[src/rtl/mem_bist_ctrl.sv]
`default_nettype none
// ============================================================================
//  Module      : mem_bist_ctrl
//  Description : March-style built-in self-test sequencer for a single-port
//                synchronous RAM (cs/wr/rd strobes, one-cycle registered read).
//                Four passes: write P(a), read/compare P(a), write ~P(a),
//                read/compare ~P(a).  Reports pass/fail, a saturating
//                miscompare count and the first failing address/data.
//  Ports       :
//    clk               single clock, all state changes on posedge
//    rst               asynchronous active-high reset
//    start_i           begin a test (sampled only while idle)
//    mem_addr_o        RAM address
//    mem_wdata_o       RAM write data
//    mem_cs_o          RAM chip select
//    mem_wr_o          RAM write enable
//    mem_rd_o          RAM read enable
//    mem_rdata_i       RAM read data, valid the cycle after rd is sampled
//    busy_o            test in progress
//    done_o            test finished (held until next accepted start / rst)
//    pass_o            valid with done_o; 1 = no miscompares
//    err_count_o       saturating miscompare count
//    first_err_addr_o  address of the first miscompare
//    first_err_data_o  read data of the first miscompare
//  Revision    : 1.0  initial release
// ============================================================================
module mem_bist_ctrl #(
    parameter int              AW   = 10,
    parameter int              DW   = 8,
    parameter logic [DW-1:0]   SEED = 8'hA5
) (
    input  logic            clk,
    input  logic            rst,
    input  logic            start_i,
    output logic [AW-1:0]   mem_addr_o,
    output logic [DW-1:0]   mem_wdata_o,
    output logic            mem_cs_o,
    output logic            mem_wr_o,
    output logic            mem_rd_o,
    input  logic [DW-1:0]   mem_rdata_i,
    output logic            busy_o,
    output logic            done_o,
    output logic            pass_o,
    output logic [AW:0]     err_count_o,
    output logic [AW-1:0]   first_err_addr_o,
    output logic [DW-1:0]   first_err_data_o
);

    localparam logic [AW-1:0] C_LAST    = {AW{1'b1}};
    localparam logic [AW:0]   C_ERR_MAX = {(AW+1){1'b1}};

    typedef enum logic [2:0] {
        S_IDLE = 3'd0,
        S_W0   = 3'd1,
        S_R0   = 3'd2,
        S_D0   = 3'd3,
        S_W1   = 3'd4,
        S_R1   = 3'd5,
        S_D1   = 3'd6,
        S_FIN  = 3'd7
    } state_t;

    // Pattern: low DW address bits (zero-extended when AW < DW) xor SEED,
    // optionally inverted for the second write/read pair.
    function automatic logic [DW-1:0] pat(input logic [AW-1:0] a, input logic inv);
        logic [AW+DW-1:0] ext;
        ext = {{DW{1'b0}}, a};
        return ext[DW-1:0] ^ SEED ^ {DW{inv}};
    endfunction

    state_t          state_q;
    logic [AW-1:0]   addr_q;
    logic [DW-1:0]   wdata_q;
    logic            cs_q;
    logic            wr_q;
    logic            rd_q;
    logic            busy_q;
    logic            done_q;
    logic            pass_q;
    logic [AW:0]     err_count_q;
    logic [AW-1:0]   first_err_addr_q;
    logic [DW-1:0]   first_err_data_q;

    // Compare pipeline stage: captured when a read is issued, checked the
    // following cycle when the RAM has returned the data.
    logic            chk_v_q;
    logic [AW-1:0]   chk_addr_q;
    logic [DW-1:0]   chk_exp_q;

    logic            miscmp_d;
    logic [AW:0]     err_count_d;
    logic [AW-1:0]   first_err_addr_d;
    logic [DW-1:0]   first_err_data_d;

    always_comb begin
        miscmp_d         = chk_v_q && (mem_rdata_i != chk_exp_q);
        err_count_d      = err_count_q;
        first_err_addr_d = first_err_addr_q;
        first_err_data_d = first_err_data_q;
        if (miscmp_d) begin
            if (err_count_q != C_ERR_MAX) begin
                err_count_d = err_count_q + 1'b1;
            end
            // A zero count means no earlier miscompare in this run; the
            // count saturates rather than wrapping so this stays exact.
            if (err_count_q == '0) begin
                first_err_addr_d = chk_addr_q;
                first_err_data_d = mem_rdata_i;
            end
        end
    end

    // Single sequential block: every output is registered and loaded with
    // the value belonging to the state being entered.
    always_ff @(posedge clk or posedge rst) begin
        if (rst) begin
            state_q          <= S_IDLE;
            addr_q           <= '0;
            wdata_q          <= '0;
            cs_q             <= 1'b0;
            wr_q             <= 1'b0;
            rd_q             <= 1'b0;
            busy_q           <= 1'b0;
            done_q           <= 1'b0;
            pass_q           <= 1'b0;
            err_count_q      <= '0;
            first_err_addr_q <= '0;
            first_err_data_q <= '0;
            chk_v_q          <= 1'b0;
            chk_addr_q       <= '0;
            chk_exp_q        <= '0;
        end else begin
            chk_v_q          <= rd_q;
            chk_addr_q       <= addr_q;
            chk_exp_q        <= pat(addr_q, state_q == S_R1);
            err_count_q      <= err_count_d;
            first_err_addr_q <= first_err_addr_d;
            first_err_data_q <= first_err_data_d;

            case (state_q)
                S_IDLE: begin
                    if (start_i) begin
                        state_q          <= S_W0;
                        addr_q           <= '0;
                        wdata_q          <= pat('0, 1'b0);
                        cs_q             <= 1'b1;
                        wr_q             <= 1'b1;
                        rd_q             <= 1'b0;
                        busy_q           <= 1'b1;
                        done_q           <= 1'b0;
                        pass_q           <= 1'b0;
                        err_count_q      <= '0;
                        first_err_addr_q <= '0;
                        first_err_data_q <= '0;
                    end
                end
                S_W0, S_W1: begin
                    if (addr_q == C_LAST) begin
                        state_q <= (state_q == S_W0) ? S_R0 : S_R1;
                        addr_q  <= '0;
                        wr_q    <= 1'b0;
                        rd_q    <= 1'b1;
                    end else begin
                        addr_q  <= addr_q + 1'b1;
                        wdata_q <= pat(addr_q + 1'b1, state_q == S_W1);
                    end
                end
                S_R0, S_R1: begin
                    if (addr_q == C_LAST) begin
                        state_q <= (state_q == S_R0) ? S_D0 : S_D1;
                        cs_q    <= 1'b0;
                        rd_q    <= 1'b0;
                    end else begin
                        addr_q  <= addr_q + 1'b1;
                    end
                end
                S_D0: begin
                    state_q <= S_W1;
                    addr_q  <= '0;
                    wdata_q <= pat('0, 1'b1);
                    cs_q    <= 1'b1;
                    wr_q    <= 1'b1;
                end
                S_D1: begin
                    state_q <= S_FIN;
                end
                S_FIN: begin
                    // The last compare retired on the edge entering FIN, so
                    // the count is final here.
                    state_q <= S_IDLE;
                    busy_q  <= 1'b0;
                    done_q  <= 1'b1;
                    pass_q  <= (err_count_q == '0);
                end
                default: begin
                    state_q <= S_IDLE;
                end
            endcase
        end
    end

    assign mem_addr_o       = addr_q;
    assign mem_wdata_o      = wdata_q;
    assign mem_cs_o         = cs_q;
    assign mem_wr_o         = wr_q;
    assign mem_rd_o         = rd_q;
    assign busy_o           = busy_q;
    assign done_o           = done_q;
    assign pass_o           = pass_q;
    assign err_count_o      = err_count_q;
    assign first_err_addr_o = first_err_addr_q;
    assign first_err_data_o = first_err_data_q;

endmodule
`default_nettype wire

[config.mk]
export PLATFORM = sky130hd
export DESIGN_NAME = mem_bist_ctrl
export DESIGN_NICKNAME = d
export VERILOG_FILES = /design/src/rtl/mem_bist_ctrl.sv
export SDC_FILE = /design/constraint.sdc
export NUM_CORES = 1
export LEC_CHECK = 0
export ABC_AREA = 0
export BUFFER_PORTS_ARGS = -buffer_cell sky130_fd_sc_hd__buf_2
export CORE_MARGIN = 2
export CORE_UTILIZATION = 40
export CTS_BUF_LIST = sky130_fd_sc_hd__clkbuf_8
export DETAILED_ROUTE_END_ITERATION = 8
export PLACE_DENSITY = 0.65
export SLEW_MARGIN = 20
export SYNTH_ARGS = -nofsm -noshare
export SYNTH_HDL_FRONTEND = slang
export SYNTH_SLANG_ARGS = --single-unit
[constraint.sdc]
create_clock -name clk -period 3 [get_ports clk]
set_input_delay 0.15 -clock clk [delete_from_list [all_inputs] [get_ports clk]]
set_output_delay 0.15 -clock clk [all_outputs]
set_load 0.1 [all_outputs]
==> results of run 1 <==
[cell usage in the layout (no fill, tap or decap), types with 5 or more instances in the layout]
cell type                  count
sky130_fd_sc_hd__dfrtp_1      75
sky130_fd_sc_hd__o22ai_1       5
sky130_fd_sc_hd__nand3_1      14
sky130_fd_sc_hd__inv_1        12
sky130_fd_sc_hd__buf_4         8
sky130_fd_sc_hd__o21ai_0      18
sky130_fd_sc_hd__clkbuf_8     11
sky130_fd_sc_hd__buf_2        63
sky130_fd_sc_hd__mux2i_1      22
sky130_fd_sc_hd__nand4_1       7
sky130_fd_sc_hd__or3_1         8
sky130_fd_sc_hd__ha_1          7
sky130_fd_sc_hd__nand2_1      33
sky130_fd_sc_hd__a21oi_1      19
sky130_fd_sc_hd__xnor2_1      18
sky130_fd_sc_hd__nor2_1       33
[synthesized netlist by cell type (all sizes together) (3+ instances only)]
| master | number | area [um2] |
|---|---|---|
| nor3 | 5 | 30.0 |
| nor2 | 34 | 128 |
| a21oi | 19 | 95.1 |
| a311oi | 3 | 26.3 |
| xnor2 | 18 | 158 |
| inv | 13 | 48.8 |
| o2bb2ai | 3 | 26.3 |
| nand3 | 14 | 70.1 |
| buf | 10 | 72.6 |
| xor2 | 4 | 35.0 |
| or3 | 8 | 50.1 |
| clkbuf | 10 | 37.5 |
| dfrtp | 75 | 1880 |
| ha | 7 | 87.6 |
| o21ai | 20 | 100 |
| and3 | 4 | 25.0 |
| nand2b | 4 | 25.0 |
| nor2b | 3 | 18.8 |
| o22ai | 5 | 31.3 |
| nand2 | 33 | 124 |
| o31ai | 4 | 30.0 |
| mux2i | 22 | 220 |
| and4 | 4 | 36.3 |
| nand4 | 7 | 43.8 |
[routing by layer]
layer	up-vias	wire, um	global-route usage [%]
met5	-	0	0
met4	0	160	8.43
met3	17	375	3.97
met2	69	3740	26.5
met1	1366	3740	23.1
li1	1404	-	-
[through the flow]
| stage | power (mW) | hold WS, ps | setup slack [ps] |
|---|---|---|---|
| floorplan | 2.35 | 303 | 371 |
| global placement | 2.55 | 428 | 663 |
| detailed placement | 2.57 | 429 | 550 |
| CTS | 3.31 | 63.0 | 533 |
| global route | 3.42 | 83.6 | 202 |
| finish | 3.27 | 72.6 | 524 |
[worst paths after layout]
path,from,endpoint,slack (ps),cells after the start
max,state_q[0]$_DFFE_PP0P_,mem_addr_o[5]$_DFFE_PP0P_,520,7
min,mem_rdata_i[6],first_err_data_o[6]$_DFF_PP0_,70,3
min reg2reg,mem_rd_o$_DFFE_PP0P_,chk_v_q$_DFF_PP0_,430,0
min in group asynchronous,rst,err_count_o[7]$_DFF_PP0_,80,3
max reg2reg,state_q[0]$_DFFE_PP0P_,mem_addr_o[5]$_DFFE_PP0P_,520,7
max in group asynchronous,rst,mem_addr_o[8]$_DFFE_PP0P_,2300,3
[registers in the layout, indices dropped and copies added, names as in the netlist]
signal	flops
done_o	1
pass_o	1
mem_wdata_o	8
err_count_o	11
chk_exp_q	8
first_err_data_o	8
mem_rd_o	1
state_q	3
mem_addr_o	10
chk_addr_q	10
first_err_addr_o	10
mem_wr_o	1
chk_v_q	1
busy_o	1
mem_cs_o	1
[power groups by stage]
stage | sequential, mW | clock [mW] | combinational [mW]
final | 1.24 | 0.734 | 1.29
after global routing | 1.27 | 0.795 | 1.35
after CTS | 1.25 | 0.756 | 1.30
after detailed placement | 1.27 | 0 | 1.30
after global placement | 1.26 | 0 | 1.29
after floorplan | 2.15 | 0 | 0.208
[cells by family (layout without fill, tap and decap cells)]
| group | count (synthesis) | after routing | synth area share (%) |
|---|---|---|---|
| multiplexers | 24 | 24 | 6.61 |
| buffers and inverters | 34 | 101 | 4.43 |
| AND/OR/NAND/NOR | 127 | 127 | 17.2 |
| flip-flops | 75 | 75 | 51.1 |
| AO/OA/AOI/OAI | 73 | 73 | 13.0 |
| adder cells (fa/ha/maj) | 7 | 7 | 2.38 |
| XOR/XNOR | 22 | 22 | 5.25 |
[cell type report]
cell class / instances / share of cell area, %
clock inverter: 5 / 0.850
tap: 108 / 3.16
multi-input combinational: 253 / 38.5
timing repair buffer: 71 / 8.79
inverter: 14 / 1.23
sequential: 75 / 43.9
clock buffer: 11 / 3.55
[critical path, cell delays in order, from the launching register on]
cell and delay (ps):
sky130_fd_sc_hd__dfrtp_1 410, sky130_fd_sc_hd__inv_1 90, sky130_fd_sc_hd__ha_1 460, sky130_fd_sc_hd__nor2b_1 220, sky130_fd_sc_hd__o21ai_0 140, sky130_fd_sc_hd__a221oi_2 740
sky130_fd_sc_hd__o21bai_1 210, sky130_fd_sc_hd__a22o_1 130
==> impl_summary.md, run 1 <==
CTS
The number of instances resized during post-cts repair is 0. The CTS clock-pin slew for the worst setup and hold paths is 80 ps. The TritonCTS clock tree is yes. The number of buffers added by the clock tree synthesis step is 9.

Once the clock tree was built, the setup fixing pass inserted 0 buffers. The clock reaches the later pin of the worst-skew pair after 350 ps. The CTS root buffer is sky130_fd_sc_hd__clkbuf_8. CTS built an H-tree with a depth of 3. The clock tree buffer depth is 2. The sink count of the clock tree is between 70 and 80. The hold-fix buffer count after cts is 0.

Layout
From synthesis to final layout, the design area changed by 16.2%. The ratio of cells with drive above 1 in the final layout is 22.6%. The number of antenna repair diodes is 0. The multi-input combinational cells in the finished layout cover a total of 1640 um2.

The finished layout holds 537 standard cells, fillers aside. The finished cells cover around 4300 um2. The net count of the finished layout is 442. Once layout is complete, the utilization of the core stands at 48.5%.

Counting the fill cells in the layout gives approximately 830. Across the whole layout, storage elements account for 1880 um2.

Pwr
The total power divided by cell area is 766 nW/um2. The static leakage power is 2.06 nW. In this run, the combinational gates consume around 40% of the power. The power share of the sequential group is about 38%. The fraction of power spent switching nets is a little under 50%.

VDD sags by at most 0.451 mV. The clock network fraction of design power is between 20% and 30%. Cell internal power was estimated by the tool at 1.68 mW. The analysis attributes to net switching a power of between 1.5 and 2 mW.

Logic synthesis
Sequential elements use around half of the synthesized area. Each instance of the synthesized netlist takes up on average 10.1 um2. The synthesized instance count is 362. The flip-flop cell with the highest count after synthesis is sky130_fd_sc_hd__dfrtp_1.

In this run, synthesis produced a sequential element count of 75. After synthesis the cells add up to 3670 um2. The total of warnings raised by yosys is 0. The net count of the mapped netlist is 380. The synthesized design contains 0 enable-type register cells. The fraction of synthesis flops using an asynchronous set or reset pin is 100%.

Synthesis instantiated 57 different standard cells from the library.

STA
The final critical path takes up just over 80% of the cycle. Based on the critical path, the design can be clocked at up to 0.404 GHz. The worst pin sits at a relative slew slack of between 30% and 40%.

The worst clock skew on the final layout is 14.6 ps. Setup repair after global routing left no endpoint under its margin. For the pin with the worst max-slew slack, the measured transition is between 900 and 1000 ps. Counting I/O delays and the setup requirement, the final critical path takes 2480 ps. Setup violations remaining at the end of the flow were counted as 0. The hold violation count in the final report is 0. Summed over all failing endpoints, the final setup total negative slack is 0 ps.

The final number of max-transition violations was 0.

Setup path
The endpoint arrival time on the critical path is 2760 ps. At the worst endpoint, the required time is about 3300 ps. The startpoint type of the worst setup path is a register.

The worst setup path is of the reg -> reg kind. STA classifies the critical path endpoint as a register. Along the worst path, the maximum fanout reaches 14.

Detailed routing
In this run, the number of DRC markers left after iteration 0 of detailed routing was 195. After detailed routing, the total wire length is 8010 um. The count of nets left with antenna violations once routing finished came out at 0. The count of unresolved DRC violations after routing is 0. In the routed layout, each cell is associated on average with a via count of 5.32. After detailed routing, the average wire length per cell comes to about 15 um. Before antenna repair, the detailed router went through 4 iterations. The final route contains between 2k and 3k vias.

Placed design
Detailed placement finished with a half-perimeter wire length of 5580 um. The congestion estimate from routability-driven global placement came to 0.891. After detailed placement, the design holds a cell count of 521. The instance area at placement is 4080 um2. The count of buffers added on input and output ports is 63.

Floorplan
The total I/O pin count is 64. The number of standard-cell rows in the floorplan is 34. The initial utilization of the core area, before any placement, comes to 41.7%. The area enclosed by the die boundary is 9970 um2. The width of the die is 99.8 um. The overall die height is 99.8 um. The area of the core region is between 8000 and 9000 um2.

GRT
The first-pass GRT wire length is 13700 um. The initial antenna violation count is 0. Entering global routing, the biggest net connects 76 pins. The global-route usage over all layers is 17.2%. The global route total overflow is 0. The number of global-route vias before repair was 2837.

Worst hold path
The worst hold path belongs to the class in -> reg.

Run
The tool flagged a number of max-cap violations equal to 0.

Status
The run finished with clean final reports.
Note: power is estimated with default switching activity, not from simulation.
==> inputs of run 2 (changes only) <==
clock period = 2.3 ns   (was 3 ns; I/O delays follow)
==> run 2 against run 1 <==
Against the previous run:
- first-iteration DRC count decreased by 22%
- sequential share of layout area decreased by 1.0 points
- critical path depth unchanged
- worst setup slack got worse by 330 ps
- core utilization increased by 1.5 points
==> impl_summary.md, run 2 (synthesized netlist as in run 1, its figures left out) <==
Status
Result of the run: completed (unchanged).

STA
Unrepaired setup endpoints after global routing: no (unchanged). The worst clock skew on the final layout came to 10.4 ps (was 14.6 ps). The worst slew slack as a fraction of its limit came to 63.4% (was 36.9%). The hold violation count in the final report is 0 (unchanged).

The minimum clock period after layout is 2110 ps (was 2480 ps). The worst hold margin is 55.3 ps (was 72.6 ps). The number of setup violations in the final report is 0 (unchanged). The actual slew at the worst max-slew pin was 548 ps (was 947 ps). The maximum achievable frequency is 0.474 GHz (was 0.404 GHz). The final period utilization is 91.7% (was 82.5%). The final number of max-transition violations was 0 (unchanged).

Setup path
The slack of the worst reg-to-reg path was 190 ps (was 520 ps). The master of the slowest instance on the critical path is sky130_fd_sc_hd__dfrtp_1 (was sky130_fd_sc_hd__a221oi_2). The critical-path maximum fanout is 9 (was 14). The type of element capturing the critical path is a register (unchanged). The critical path's largest stage delay is 420 ps (was 740 ps). Sequence of cells on the critical path: inv_1, ha_1, nand2_1, a32o_1, or2_1, or3_1, o21ai_1 (was inv_1, ha_1, nor2b_1, o21ai_0, a221oi_2, o21bai_1, a22o_1). The kind of critical path is reg -> reg (unchanged). The buffering stage count on the worst path with inverters included came to 1 (unchanged). The startpoint type of the worst setup path is a register (unchanged). The top cell family by delay on the critical path is simple AND/OR/NAND/NOR gates (was compound AO/OA/AOI/OAI gates). The endpoint required time on the critical path came to 2560 ps (was 3290 ps).

The endpoint arrival time on the critical path is 2370 ps (was 2760 ps).

Detailed routing
The via total after detailed routing came to 2943 (was 2856). The number of DRC violations after detailed-routing iteration 0 is 153 (was 195). The final wirelength came to 8360 um (was 8010 um). The routed via count divided by cell count is 5.39 (was 5.32). The number of nets still failing antenna checks after routing was 0 (unchanged).

The count of unresolved DRC violations after routing is 0 (unchanged). The total iterations of the first detailed-routing run came to 6 (was 4). The wire length per cell after detailed routing is 15.3 um (was 14.9 um).

Layout
Commonest cells after routing, fill and taps aside: sky130_fd_sc_hd__dfrtp_1, sky130_fd_sc_hd__buf_2, sky130_fd_sc_hd__nand2_1, sky130_fd_sc_hd__nor2_1, sky130_fd_sc_hd__mux2i_1 (unchanged). The total non-filler cell area in the finished layout is 4400 um2 (was 4270 um2). The net count of the finished layout is 451 (was 442).

The fill cell total of the finished layout is 790 (was 827). The ratio of cells with drive above 1 in the final layout is 26.7% (was 22.6%). The area growth from synthesis to final layout is 19.9% (was 16.2%). The number of flip-flops in the largest register was 11 (unchanged). The number of antenna repair diodes is 0 (unchanged). The count of non-filler cells in the finished layout is 546 (was 537).

GRT
The pin count of the biggest net entering global routing is 54 (was 76). The first-pass GRT wire length is 13800 um (was 13700 um). The global-route usage over all layers is 17.4% (was 17.2%). The global route total overflow is 0 (unchanged). The number of global-route vias before repair is 2847 (was 2837). The initial antenna violation count is 0 (unchanged).

CTS
The insertion delay to the later sink of the worst-skew pair is 340 ps (was 350 ps). The sink count of the clock tree is 75 (unchanged). The number of buffers added by the clock tree synthesis step came to 9 (unchanged). The CTS clock-pin slew for the worst setup and hold paths came to 80 ps (about the same).

The number of instances resized during post-cts repair is 0 (unchanged). The CTS root buffer is sky130_fd_sc_hd__clkbuf_8 (unchanged). The clock tree buffer depth is 2 (unchanged). The depth of the CTS H-tree is 3 (unchanged). The TritonCTS clock tree is yes (unchanged).

Pwr
The total power of the final layout is 4.49 mW (was 3.27 mW). The total power divided by cell area is 1020 nW/um2 (was 766 nW/um2). The worst supply voltage drop on vdd is 0.602 mV (was 0.451 mV).

The static leakage power was 2.12 nW (was 2.06 nW).

Floorplan
The width of the die is 99.8 um (unchanged). The initial core utilization came to 41.7% (unchanged). The total I/O pin count is 64 (unchanged). The overall die height was 99.8 um (unchanged). The area enclosed by the die boundary is 9970 um2 (unchanged). The area of the core region is 8810 um2 (unchanged).

The number of standard-cell rows in the floorplan is 34 (unchanged).

Placed design
The HPWL after detailed placement came to 5900 um (was 5580 um). The placer congestion estimate is 0.864 (was 0.891). The number of port buffers is 63 (unchanged). The instance area at placement is 4170 um2 (was 4080 um2). The number of cells after detailed placement is 529 (was 521).

Worst hold path
The class of the worst hold path is in -> reg (unchanged).

Run
The reported max-cap violation count is 0 (unchanged).
[run 2: cell count changes in the layout (fill, tap and decap cells not counted)]
cell	previous run	this run
sky130_fd_sc_hd__clkbuf_8	11	9
sky130_fd_sc_hd__bufinv_16	0	2
sky130_fd_sc_hd__clkinvlp_4	3	0
sky130_fd_sc_hd__dlygate4sd3_1	0	1
sky130_fd_sc_hd__dfrtp_2	0	12
sky130_fd_sc_hd__clkinv_4	0	3
sky130_fd_sc_hd__buf_4	8	15
sky130_fd_sc_hd__dfrtp_1	75	63
sky130_fd_sc_hd__buf_12	0	1
[run 2: what timing repair did]
item                       in CTS  in global routing
buffers inserted                0                  0
hold endpoints to repair       22                  0
hold buffers                    1                  0
setup endpoints to repair       0                  0
[run 2: worst min-delay path: cells and delay by family]
kind	cells	cell delay, ps
buffers and inverters	1	100
muxes	1	60
and+or+nand+nor	1	80
[run 2: path summary, 6_finish.rpt]
path                                   startpoint                             to  cells after the start
max                        state_q[0]$_DFFE_PP0P_      mem_addr_o[7]$_DFFE_PP0P_                      7
min                                mem_rdata_i[6]  first_err_data_o[6]$_DFF_PP0_                      3
max reg2reg                state_q[0]$_DFFE_PP0P_      mem_addr_o[7]$_DFFE_PP0P_                      7
min reg2reg                  mem_rd_o$_DFFE_PP0P_              chk_v_q$_DFF_PP0_                      0
max in group asynchronous                     rst      mem_addr_o[7]$_DFFE_PP0P_                      4
min in group asynchronous                     rst       err_count_o[4]$_DFF_PP0_                      3
[run 2: final cells by class]
cell class	count	area (um2)	area share, %
Timing Repair Buffer	80	458	10.4
Multi-Input combinational cell	253	1640	37.3
Inverter	14	52.6	1.19
Clock inverter	7	100	2.27
Sequential cell	75	1890	43.0
Clock buffer	9	124	2.81
Tap cell	108	135	3.07
[run 2: stage by stage]
stage | setup slack [ps] | utilization, % | TNS, ps
finish | 190 | 50.0 | 0
global placement | 280 | 47.4 | 0
floorplan | -5.36 | - | -5.36
detailed placement | 244 | 47.4 | 0
CTS | 212 | 50.0 | 0
global route | 35.5 | 50.0 | 0
[run 2: power breakdown]
part           internal, mW  switching (mW)  total [mW]
sequential             1.48           0.128        1.61
clock                 0.619           0.510        1.13
combinational         0.283            1.47        1.75
[run 2: metal layers]
layer,up-vias,GRT usage [%],wire length (um)
met5,-,0,0
met4,0,8.43,236
met2,78,26.8,3900
li1,1420,-,-
met3,18,2.92,312
met1,1427,24.2,3910
